==> config.mk <==
export PLATFORM = sky130hd
export DESIGN_NAME = countdown_ctrl
export DESIGN_NICKNAME = d
export VERILOG_FILES = /design/src/rtl/timer_pkg.sv /design/src/rtl/tick_prescaler.sv /design/src/rtl/countdown_ctrl.sv
export SDC_FILE = /design/constraint.sdc
export NUM_CORES = 1
export LEC_CHECK = 0
export CAP_MARGIN = 20
export CORE_UTILIZATION = 50
export DETAILED_ROUTE_END_ITERATION = 8
export PLACE_DENSITY = 0.78
export SLEW_MARGIN = 0
export SYNTH_ARGS = -nofsm -noshare
export SYNTH_HDL_FRONTEND = slang
export SYNTH_SLANG_ARGS = --single-unit
export TNS_END_PERCENT = 5
==> constraint.sdc <==
create_clock -name clk -period 2.6 [get_ports clk]
set_input_delay 0.78 -clock clk [delete_from_list [all_inputs] [get_ports clk]]
set_output_delay 0.78 -clock clk [all_outputs]
set_load 0.03 [all_outputs]
==> src/rtl/timer_pkg.sv <==
// Shared definitions for the countdown timer: FSM state encoding and tick-rate constants.
package timer_pkg;

  typedef enum logic [1:0] {
    IDLE  = 2'd0,
    RUN   = 2'd1,
    PAUSE = 2'd2
  } state_t;

  // Production rate is 1 s per tick at 50 MHz; the simulation value keeps benches short.
  localparam int TICK_DIV_DEFAULT = 50_000_000;
  localparam int TICK_DIV_SIM     = 4;

endpackage

==> src/rtl/tick_prescaler.sv <==
// Free-running clk divider for the countdown timer. The tick output is a combinational
// terminal-count strobe so the owning FSM can register its own tick in the same edge as the wrap.
module tick_prescaler
  import timer_pkg::*;
#(
  parameter int TICK_DIV = TICK_DIV_DEFAULT
) (
  input  logic clk,
  input  logic reset_n,
  input  logic en,
  input  logic clr,
  output logic tick
);

  localparam int                PSC_W = $clog2(TICK_DIV);
  localparam logic [PSC_W-1:0]  LAST  = PSC_W'(TICK_DIV - 1);

  logic [PSC_W-1:0] count_reg;

  assign tick = en && (count_reg == LAST);

  // Holding en low freezes the count, which is what lets PAUSE resume mid-period.
  always_ff @(posedge clk) begin
    if (!reset_n) begin
      count_reg <= '0;
    end else if (clr) begin
      count_reg <= '0;
    end else if (en) begin
      count_reg <= tick ? '0 : count_reg + PSC_W'(1);
    end
  end

endmodule

==> src/rtl/countdown_ctrl.sv <==
// Countdown timer: loads a tick count, decrements it once per prescaler period while running,
// supports pause/resume and abort, and pulses done when the count reaches zero.
module countdown_ctrl
  import timer_pkg::*;
#(
  parameter int TICK_DIV = TICK_DIV_DEFAULT,
  parameter int CNT_W    = 8
) (
  input  logic             clk,
  input  logic             reset_n,
  input  logic             start,
  input  logic             hold,
  input  logic             clear,
  input  logic [CNT_W-1:0] load_val,
  output logic [CNT_W-1:0] remaining,
  output logic             busy,
  output logic             paused,
  output logic             tick,
  output logic             done
);

  state_t           state_reg, state_next;
  logic [CNT_W-1:0] remaining_reg, remaining_next;
  logic             tick_reg, tick_next;
  logic             done_reg, done_next;
  logic             psc_en, psc_clr, psc_wrap;

  assign psc_en = (state_reg == RUN);

  tick_prescaler #(
    .TICK_DIV(TICK_DIV)
  ) u_prescaler (
    .clk    (clk),
    .reset_n(reset_n),
    .en     (psc_en),
    .clr    (psc_clr),
    .tick   (psc_wrap)
  );

  always_ff @(posedge clk) begin
    if (!reset_n) begin
      state_reg     <= IDLE;
      remaining_reg <= '0;
      tick_reg      <= 1'b0;
      done_reg      <= 1'b0;
    end else begin
      state_reg     <= state_next;
      remaining_reg <= remaining_next;
      tick_reg      <= tick_next;
      done_reg      <= done_next;
    end
  end

  // Command priority is clear, then start, then hold; a wrap in RUN is serviced before hold.
  always_comb begin
    state_next     = state_reg;
    remaining_next = remaining_reg;
    tick_next      = 1'b0;
    done_next      = 1'b0;
    psc_clr        = 1'b0;

    if (clear) begin
      state_next     = IDLE;
      remaining_next = '0;
      psc_clr        = 1'b1;
    end else if (start) begin
      psc_clr = 1'b1;
      if (load_val != '0) begin
        state_next     = RUN;
        remaining_next = load_val;
      end else begin
        state_next     = IDLE;
        remaining_next = '0;
        done_next      = 1'b1;
      end
    end else begin
      case (state_reg)
        RUN: begin
          if (psc_wrap) begin
            tick_next = 1'b1;
            // The <= guard keeps remaining from ever wrapping below zero.
            if (remaining_reg <= CNT_W'(1)) begin
              remaining_next = '0;
              done_next      = 1'b1;
              state_next     = IDLE;
            end else begin
              remaining_next = remaining_reg - CNT_W'(1);
              state_next     = hold ? PAUSE : RUN;
            end
          end else if (hold) begin
            state_next = PAUSE;
          end
        end
        PAUSE: begin
          if (!hold) begin
            state_next = RUN;
          end
        end
        default: begin
          state_next = IDLE;
        end
      endcase
    end
  end

  assign remaining = remaining_reg;
  assign busy      = (state_reg == RUN) || (state_reg == PAUSE);
  assign paused    = (state_reg == PAUSE);
  assign tick      = tick_reg;
  assign done      = done_reg;

endmodule

## After elaboration in Yosys (flattened, before gate mapping)

Index checks and enable logic that the tools add are counted.

| cells by class | value |
|---|---|
| add/sub/neg operators | 2 |
| magnitude comparators | 1 |
| equal/unequal tests | 5 |
| muxes and demuxes | 22 |
| bitwise logic cells | 2 |
| reduce and logical (&&, ||, !) cells | 10 |

Operator list:

| kind | number |
|---|---|
| $mux W8 | 5 |
| $add A26 B1 Y26 const B | 1 |
| $eq A26 B26 Y1 const B | 1 |
| $mux W26 | 1 |
| $mux W2 | 6 |
| $mux W1 | 9 |
| $le A8 B1 Y1 const B | 1 |
| $reduce_bool A8 Y1 | 1 |
| $sub A8 B1 Y8 const B | 1 |
| $ne A4 B4 Y1 const B | 1 |
| $pmux W2 S2 | 1 |
| $reduce_and A2 Y1 | 2 |
| $reduce_bool A2 Y1 | 2 |
| $reduce_or A2 Y1 | 2 |
| $reduce_or A4 Y1 | 1 |
| $ne A3 B3 Y1 const B | 1 |
| $eq A2 B1 Y1 const B | 1 |
| $eq A2 B2 Y1 const B | 1 |
| $not A1 Y1 | 2 |
| $logic_and A1 B1 Y1 | 1 |
| $logic_or A1 B1 Y1 | 1 |

| storage, ports and cells | value |
|---|---|
| register bits | 38 |
| input bits | 13 |
| output and inout port bits | 12 |
| logic and storage cells | 47 |

## Longest topological paths before layout

| logic depth | value |
|---|---|
| word-level depth | 5 |
| depth in mapped cells | 9 |
| mapped depth without buffers | 7 |

## By module

Synthesis repeated with hierarchy kept, for this count alone.

| unflattened totals | value |
|---|---|
| cells, all modules | 252 |
| area, all modules | 2,053.2 µm² |

By module, submodules not included:

| module | times used | cells each | area each (µm²) | sequential area each (µm²) |
|---|---|---|---|---|
| tick_prescaler | 1 | 152 | 1,255.0 | 520.5 |
| countdown_ctrl | 1 | 100 | 798.3 | 240.2 |

## Least setup slack after synthesis

Ideal clock, no wire load.

| path | value |
|---|---|
| path type | reg2reg |
| start | register u_prescaler.count_reg[0] |
| end | register remaining_reg[7], in the netlist remaining[7] |
| setup time | 0.074 ns |
| data arrival time | 2.133 ns |
| required time | 2.526 ns |
| path slack | 0.392 ns |
| stages on the path, launching flop included | 8 |
| buffers on the path | 1 |
| period minus slack after synthesis | 2.208 ns |
| cell sequence | dfxtp_1 -> ha_1 -> and4bb_2 -> nand4_1 -> or4_1 -> buf_2 -> or4_1 -> a31oi_1 |

| between the ends | value |
|---|---|
| cells in the longest elaborated chain, start to end | 4 |

Ends and longest elaborated chain:

| element | line | text |
|---|---|---|
| from (decl) | tick_prescaler.sv:18 | `logic [PSC_W-1:0] count_reg;` |
| from (signal assigned) | tick_prescaler.sv:29 | `count_reg <= tick ? '0 : count_reg + PSC_W'(1);` |
| $eq A26 B26 Y1 | tick_prescaler.sv:20 | `assign tick = en && (count_reg == LAST);` |
| $logic_and A1 B1 Y1 | tick_prescaler.sv:20 |  |
| $reduce_bool A2 Y1 (no line) | -- |  |
| $reduce_and A2 Y1 (no line) | -- |  |
| to (signal assigned) | countdown_ctrl.sv:48 | `remaining_reg <= remaining_next;` |
| to (decl) | countdown_ctrl.sv:23 | `logic [CNT_W-1:0] remaining_reg, remaining_next;` |

No other way between the ends.
A chain may end at the register's enable or synchronous reset.

## Worst setup path in the final report

Same ends and word-level chain as after synthesis.

==> impl_metrics.toml <==
[setup_path]
crit-reg2reg-launch = "u_prescaler.count_reg[0]"
reg2reg_depth = 6
cp.arrival_ps = 2600
critical_path_required_ps = 2820
critPathLaunchType = "flop"
r2r-end = "remaining[7]"
crit_path_max_fanout = 5
end_kind = "flop"
worst-setup-path-type = "flop to flop"
reg2reg_slack_ps = 220

[yosys]
netlist_area_um2 = 1933
synth_enable_flop_cells = 0
yosysSeqAreaShare = 0.3935
ys.warnings.count = 0
syn_nets = 251
syn_avg_cell_area_um2 = 8.297
syn_inst = 233
ys_ff_latch = 38
ys_types = 44
synth_top_flop_cell = "dfxtp_1"
async_flop_share = 0

[flow_run]
drv_cap = 0

[routing]
routedWlPerCell_um = 13.52
viasPerCell = 5.669
antenna_left = 0
dr.first_iter.drc_count = 185
routed_wl_um = 4287
num_vias = 1797
drc = 0
dr.pass1.iters = 4

[clock_network]
cts_inserted_buffers = 5
insertion_delay_ps = 290
htreeDepth = 2
cts_tree = "yes"
clock_path_buffers = 2
cts_sinks = 38
path_clk_slew_ps = 70
clock-root-buffer = "clkbuf_8"

[sta]
fmax_ghz = 0.4206
drv_slew = 0
min_period_over_period = 0.9144
finalHoldViolCount = 0
fin_skew_ps = 3.815
setup_viol = 0
setup_tns_ps = 0
rsz0062_at_grt = "no"
worst_slew_pin_slew_ps = 642.6
fin_crit_ps = 2377
max_slew_margin = 0.5676

[layout]
drive_above_1_share = 0.08550
final_cells = 317
layout.nets = 287
diodes = 0
area_delta_synth_final_pct = 23.62
largest_reg_flops = 26

[die]
start_util = 0.5241
die_x_um = 64.18
fp-row-count = 22
fp.dieH_um = 64.18
design.core.area_um2 = 3689
die_area_um2 = 4119
ioPinCount = 25

[hold_path]
hold_class = "flop to flop"
min_to = "u_prescaler.count_reg[22]"
hold_depth = 2
min_from = "u_prescaler.count_reg[22]"

[power_and_ir_drop]
p_leak_nw = 0.8448
finalPower_mw = 1.097
powerDensity_nw_per_um2 = 459.1
peakVddDrop_mv = 0.3816

[grt]
antenna_found_initial = 0
grt_pass1_wl_um = 7638
track_usage = 0.2360
grt_pass1_vias = 1706
grt_overflow = 0
grt_max_degree = 25

[placement]
placed_cells = 310
gp_congestion = 0.8509
dp_hpwl_um = 3071
io_buffers = 24

[run_status]
status = "finished, final reports clean"
## logic make-up after synthesis
logic type,count (synthesis),synth area share
AND/OR/NAND/NOR,117,0.3126
flip-flops,38,0.3935
AO/OA/AOI/OAI,28,0.1036
XOR/XNOR,24,0.1087
buffers and inverters,19,0.03819
adder cells (fa/ha/maj),5,0.03236
multiplexers,2,0.01100
## worst max path at each step
stage | from | to | slack (ps) | cells past startpoint
floorplan | u_prescaler.count_reg[0] | remaining[7] | 390 | 7
detailed placement | start | remaining[7] | 30 | 6
global route | u_prescaler.count_reg[0] | remaining[4] | 50 | 6
finish | u_prescaler.count_reg[0] | remaining[7] | 220 | 6
CTS | state_reg[0] | busy | 8 | 4
global placement | start | remaining[7] | 60 | 6
## layer usage
metal | GRT usage | vias up | wire length [µm]
met2 | 0.4069 | 59 | 2021
met3 | 0.06429 | 4 | 225
li1 | - | 901 | -
met5 | 0 | - | 0
met4 | 0.06111 | 0 | 35
met1 | 0.2882 | 833 | 2004
## cell usage in the layout (no fill, tap or decap), drive strengths merged, types with 3 or more instances in the layout
cell type	netlist	final
clkbuf	6	7
clkdlybuf4s50	0	23
nand2	21	21
nor4	8	8
or3	3	3
nor3	5	5
or4	5	5
dfxtp	38	38
xnor2	8	8
nor2	38	38
nand4	11	11
o211ai	3	3
and3	5	5
nand3	12	12
xor2	16	16
ha	5	5
inv	10	10
a21oi	6	6
buf	2	13
a31oi	4	4
## final cells by class
class,count,area (µm²)
Timing Repair Buffer,37,352.8
Tap cell,48,60.06
Sequential cell,38,760.7
Multi-Input combinational cell,176,1099
Clock buffer,7,76.32
Inverter,11,41.29
Fill cell,352,1299
## what timing repair did
item / in CTS / in global routing
buffers inserted: 0 / 0
setup endpoints to repair: 0 / 1
resized for setup: 0 / 1
hold buffers: 0 / 0
## worst max-delay path, cell delays in order, from the launching register on
cell and delay [ps]:
dfxtp_1 370, ha_1 220, and4bb_2 230, nand4_1 170, or4_1 660, or4_1 500
a31oi_1 160
## power breakdown
part	switching, mW	leakage (nW)	internal [mW]
sequential	0.00674	0.307	0.587
clock	0.194	0.0383	0.185
combinational	0.0671	0.500	0.0580
## cells in the mapped netlist (all sizes together) (2+ instances only)
master | instances | area [µm²]
o21ai | 2 | 10.01
nor4 | 8 | 56.30
xor2 | 16 | 140.1
clkbuf | 6 | 22.52
or4 | 5 | 37.54
buf | 2 | 10.01
inv | 10 | 37.54
a21oi | 6 | 30.03
nor2 | 38 | 142.6
nor3 | 5 | 25.02
xnor2 | 8 | 70.07
ha | 5 | 62.56
nand3 | 12 | 60.06
dfxtp | 38 | 760.7
and4 | 2 | 17.52
o211ai | 3 | 22.52
nand2 | 21 | 78.83
a32oi | 2 | 17.52
or3 | 3 | 20.02
a31oi | 4 | 25.02
and4bb | 2 | 25.02
and3 | 5 | 31.28
nand4 | 11 | 68.82
## metrics by stage
stage          setup WS (ps)  hold slack [ps]    util  area, µm²
2_1_floorplan          392.2            471.7       -       1933
3_3_place_gp           61.18            486.0  0.6265       2311
3_5_place_dp           26.15            493.5  0.6265       2311
4_1_cts                7.626            514.3  0.6472       2387
5_1_grt                52.90            542.8  0.6479       2390
6_report               222.6            506.5  0.6479       2390
Note: power is estimated with default switching activity, not from simulation.
==> patch 1 (same flow settings) <==
One comparison of `count_reg` changes from == to >=.
--- a/src/rtl/tick_prescaler.sv
+++ b/src/rtl/tick_prescaler.sv
@@ -17,7 +17,7 @@
 
   logic [PSC_W-1:0] count_reg;
 
-  assign tick = en && (count_reg == LAST);
+  assign tick = en && (count_reg >= LAST);
 
   // Holding en low freezes the count, which is what lets PAUSE resume mid-period.
   always_ff @(posedge clk) begin
Check against the original RTL: same outputs for any inputs over 10 cycles, from zero or initial values; that may be too few to reach the edited logic, so the function may still have changed.
==> patch 1 against the unedited design <==
  * Highest routed layer unchanged
  * Largest cell class unchanged
  * Worst hold slack got worse by 0.015 ns
  * Synthesized area is 8.9% higher
  * Setup slack worse by 0.024 ns
  * Design area up 4.9%
  * Largest power group unchanged
  * Power increased by 3.4%
  * Wire length increased by 6.9%
  * Sequential share of layout area decreased by 1.5 points
  * Register-to-register slack improved by 0.26 ns
  * First-iteration DRC count is 41% lower
  * Clock skew increased by 0.0035 ns
  * Sequential cell count is the same
  * Final cell count is 6.3% higher
==> patch 1: results (changes against the unedited design) <==
status:
  status: "finished, final reports clean"  # unchanged
drt:
  route.met2.wl_mm: 1.997  # was 2.021 mm
  routed.top_layer: "met4"  # unchanged
  wl_met3_um: 234  # was 225 µm
  first_pass_iters: 4  # unchanged
  drt-wirelength-per-cell_um: 13.59  # was 13.52 µm
  drt-met1-wl_mm: 2.290  # was 2.004 mm
  drt_iter0_drc: 110  # was 185
  via_per_inst: 5.614  # was 5.669
synth:
  ys_types: 42  # was 44
  synthFlopType: "dfxtp_1"  # unchanged
  synthTopCellsByCount: "nor2_1, dfxtp_1, nand2_1"  # was dfxtp_1, nor2_1, nand2_1, xor2_1, nand3_1
  seq_area_frac_synth_pct: 36.15  # was 39.35%
  synthXorXnorAreaFrac_pct: 9.988  # was 10.87%
  synth-compound-area-share_pct: 10.52  # was 10.36%
  synthAdderAreaFrac_pct: 2.973  # was 3.236%
  synth_fp_nets: 278  # was 251
  synthTopCellsByArea: "dfxtp_1, nor2_1, xnor2_1, xor2_1, nand2_1"  # was dfxtp_1, nor2_1, xor2_1, nand2_1, xnor2_1
  synthArstFlopShare_pct: 0  # unchanged
  synthMuxAreaShare_pct: 3.032  # was 1.100%
  yosysWarnings: 0  # unchanged
clock_network:
  htreeDepth: 2  # unchanged
  cts_made_buffers: 5  # unchanged
  clk_latency_ns: 0.29  # about the same
  cts_root_buf: "clkbuf_8"  # unchanged
  clk_path_buf_depth: 2  # unchanged
  clk_pin_slew_worst_paths_ns: 0.07  # about the same
timing:
  clock_skew_ns: 0.007273  # was 0.003815 ns
  slew-limit-headroom_pct: 65.24  # was 56.76%
  holdWs_ns: 0.4915  # was 0.5065 ns
setup_path:
  arrival_ns: 1.62  # was 2.60 ns
  reg2reg_depth: 6  # unchanged
  critPathMaxFanout: 4  # was 5
  r2r_end: "u_prescaler.count_reg[24]"  # was remaining[7]
  r2r_start: "u_prescaler.count_reg[7]"  # was u_prescaler.count_reg[0]
  r2r_slack_ns: 0.48  # was 0.22 ns
place:
  globalplace.congestion: 0.9006  # was 0.8509
  io_buffers: 24  # unchanged
  place_area_um2: 2410  # was 2311 µm²
  hpwl_mm: 3.280  # was 3.071 mm
final_layout:
  layout.nets: 304  # was 287
  largest_register_ffs: 26  # unchanged
  drive_gt1_share_pct: 6.969  # was 8.550%
  num_antenna_cells: 0  # unchanged
global_route:
  grt.total_usage_pct: 21.76  # was 23.60%
  antenna_found_initial: 0  # unchanged
  grt_start_max_net_pins: 25  # unchanged
  grt_pass1_vias: 1585  # was 1706
  grt_pass1_wl_mm: 7.334  # was 7.638 mm
power_and_ir_drop:
  peakVddDrop_mv: 0.2227  # was 0.3816 mV
  p_leak_nw: 0.9203  # was 0.8448 nW
hold_path:
  hold_start: "u_prescaler.count_reg[1]"  # was u_prescaler.count_reg[22]
  hold_path.class: "reg -> reg"  # unchanged
  holdPathStages: 2  # unchanged
  min_to: "u_prescaler.count_reg[1]"  # was u_prescaler.count_reg[22]
## patch 1: how the worst max path moves through the flow
stage | from | to | slack [ns]
after floorplan | remaining[0] | remaining[4] | 0.56
after global placement | start | state_reg[1] | 0.36
after detailed placement | start | state_reg[1] | 0.32
after CTS | state_reg[0] | busy | 0.03
after global routing | state_reg[0] | paused | 0.14
final | state_reg[0] | paused | 0.20
## patch 1: per-layer routing
layer	GRT usage [%]	vias to the layer above
li1	-	972
met5	0	-
met1	30.95	863
met2	31.19	51
met3	5.137	6
met4	8.245	0
## patch 1: repair_timing
| item | CTS | global route |
|---|---|---|
| resized for setup | 0 | 1 |
| setup buffers | 0 | 0 |
| setup endpoints to repair | 0 | 1 |
## patch 1: stage by stage
| stage | std cells | setup WS, ns | util (%) |
|---|---|---|---|
| after CTS | 337 | 0.02996 | 62.17 |
| after detailed placement | 329 | 0.3238 | 59.81 |
| after global routing | 337 | 0.1447 | 62.24 |
| final | 337 | 0.1982 | 62.24 |
| after global placement | 329 | 0.3628 | 59.81 |
| after floorplan | 260 | 0.5555 | - |
## patch 1: cell type report
cell class                 instances  area (µm²)
inverter                          10       37.54
clock buffer                       6       82.58
timing repair buffer              31       307.8
sequential                        38       760.7
fill                             377        1521
tap                               50       62.56
clock inverter                     2       12.51
multi-input combinational        200        1244
## patch 1: critical path, stage by stage, from the launching register on
cell	delay, ns
dfxtp_1	0.32
inv_1	0.07
ha_1	0.24
clkdlybuf4s50_1	0.70
## patch 1: where the power goes
| part | internal, mW | total, mW | switching (mW) |
|---|---|---|---|
| logic | 0.0542 | 0.114 | 0.0599 |
| registers | 0.587 | 0.594 | 0.00683 |
| clock network | 0.213 | 0.427 | 0.214 |
==> patch 2 (config.mk and constraints unchanged) <==
Without the edit above. The parameter `CNT_W` goes from 8 to 12.
--- a/src/rtl/countdown_ctrl.sv
+++ b/src/rtl/countdown_ctrl.sv
@@ -4,7 +4,7 @@
   import timer_pkg::*;
 #(
   parameter int TICK_DIV = TICK_DIV_DEFAULT,
-  parameter int CNT_W    = 8
+  parameter int CNT_W    = 12
 ) (
   input  logic             clk,
   input  logic             reset_n,
Interface: changed (resized load_val and remaining); port bits go from 25 to 33. The function was not compared with the original's and may differ.
==> patch 2 against the unedited design <==
  * The run now ends with DRC left
  * Die area rose by 21%
  * Design area rose by 20%
  * Synthesized area rose by 22%
  * Wire length rose by 35%
  * Setup slack improved by 0.019 ns
  * Maximum frequency rose by 0.80%
  * Sequential cell count rose by 4
  * Power rose by 27%
  * Critical path type unchanged
  * Critical endpoint is now state_reg[0]
  * Largest cell class unchanged
  * Highest routed layer unchanged
==> patch 2: results (changes against the unedited design) <==
final_layout:
  nMultiInputCombCells: 213  # was 176
  final_cells: 366  # was 317
  fillers: 382  # was 352
  bufAreaShareNonClock_pct: 14.11  # was 14.76%
  nNonClkBuffers: 43  # was 37
  multi_input_area_um2: 1415  # was 1099 µm²
  clk_share_pct: 3.920  # was 3.194%
  n_all_inverters: 9  # was 11
synth:
  synthTopCellsByArea: "dfxtp_1, xor2_1, nor2_1, xnor2_1, nand2_1"  # was dfxtp_1, nor2_1, xor2_1, nand2_1, xnor2_1
  synthXorXnorAreaFrac_pct: 9.269  # was 10.87%
  synthMuxAreaShare_pct: 0.8475  # was 1.100%
power_and_ir_drop:
  p_leak_nw: 1.011  # was 0.8448 nW
  p_int_mw: 1.048  # was 0.8298 mW
  pg_comb_mw: 0.202  # was 0.125 mW
  peakVddDrop_mv: 0.3750  # was 0.3816 mV
  clock_power_share_pct: 38.1  # was 34.5%
status:
  status: "complete, but fails checks"  # was finished, final reports clean
  violations: "DRC"
place:
  io_buffers: 32  # was 24
  hpwl_mm: 4.136  # was 3.071 mm
  place_inst: 359  # was 310
  globalplace.congestion: 0.8969  # was 0.8509
timing:
  fin_crit_ns: 2.358  # was 2.377 ns
  slew-limit-headroom_pct: 65.04  # was 56.76%
setup_path:
  max_stage_delay_ns: 0.47  # was 0.66 ns
  crit_path_top_delay_cell: "dfxtp_1"  # was or4_1
drt:
  drt_iter0_drc: 277  # was 185
  drc: 8  # was 0
  via_per_inst: 6.251  # was 5.669
  first_pass_iters: 8  # was 4
global_route:
  grt_pass1_wl_mm: 9.798  # was 7.638 mm
## patch 2: cell count changes after synthesis, sizes merged, moves of 5 or more
cell,change
and4,+7
nor2,-6
and2,+5
a21oi,+6
o21ai,+8
## patch 2: through the flow
step | power [mW] | setup WS, ns | instance area [µm²]
CTS | 1.402 | 0.006359 | 2870
finish | 1.396 | 0.2415 | 2873
global route | 1.451 | 0.03705 | 2873
global placement | 0.8707 | 0.2766 | 2758
floorplan | 0.7982 | 0.3254 | 2362
detailed placement | 0.8728 | 0.1431 | 2758
## patch 2: layer usage
layer	track usage, %	part of all wire (%)	up-vias
met1	31.32	44	1062
met4	10.67	2.3	0
met2	39.96	46	117
met3	5.271	7.2	14
li1	-	-	1095
met5	0	0	-
## patch 2: path summary, 6_finish.rpt
kind,to,slack (ns)
setup / recovery,state_reg[0],0.24
hold / removal,u_prescaler.count_reg[25],0.52
setup reg to reg,state_reg[0],0.24
hold reg to reg,u_prescaler.count_reg[25],0.52
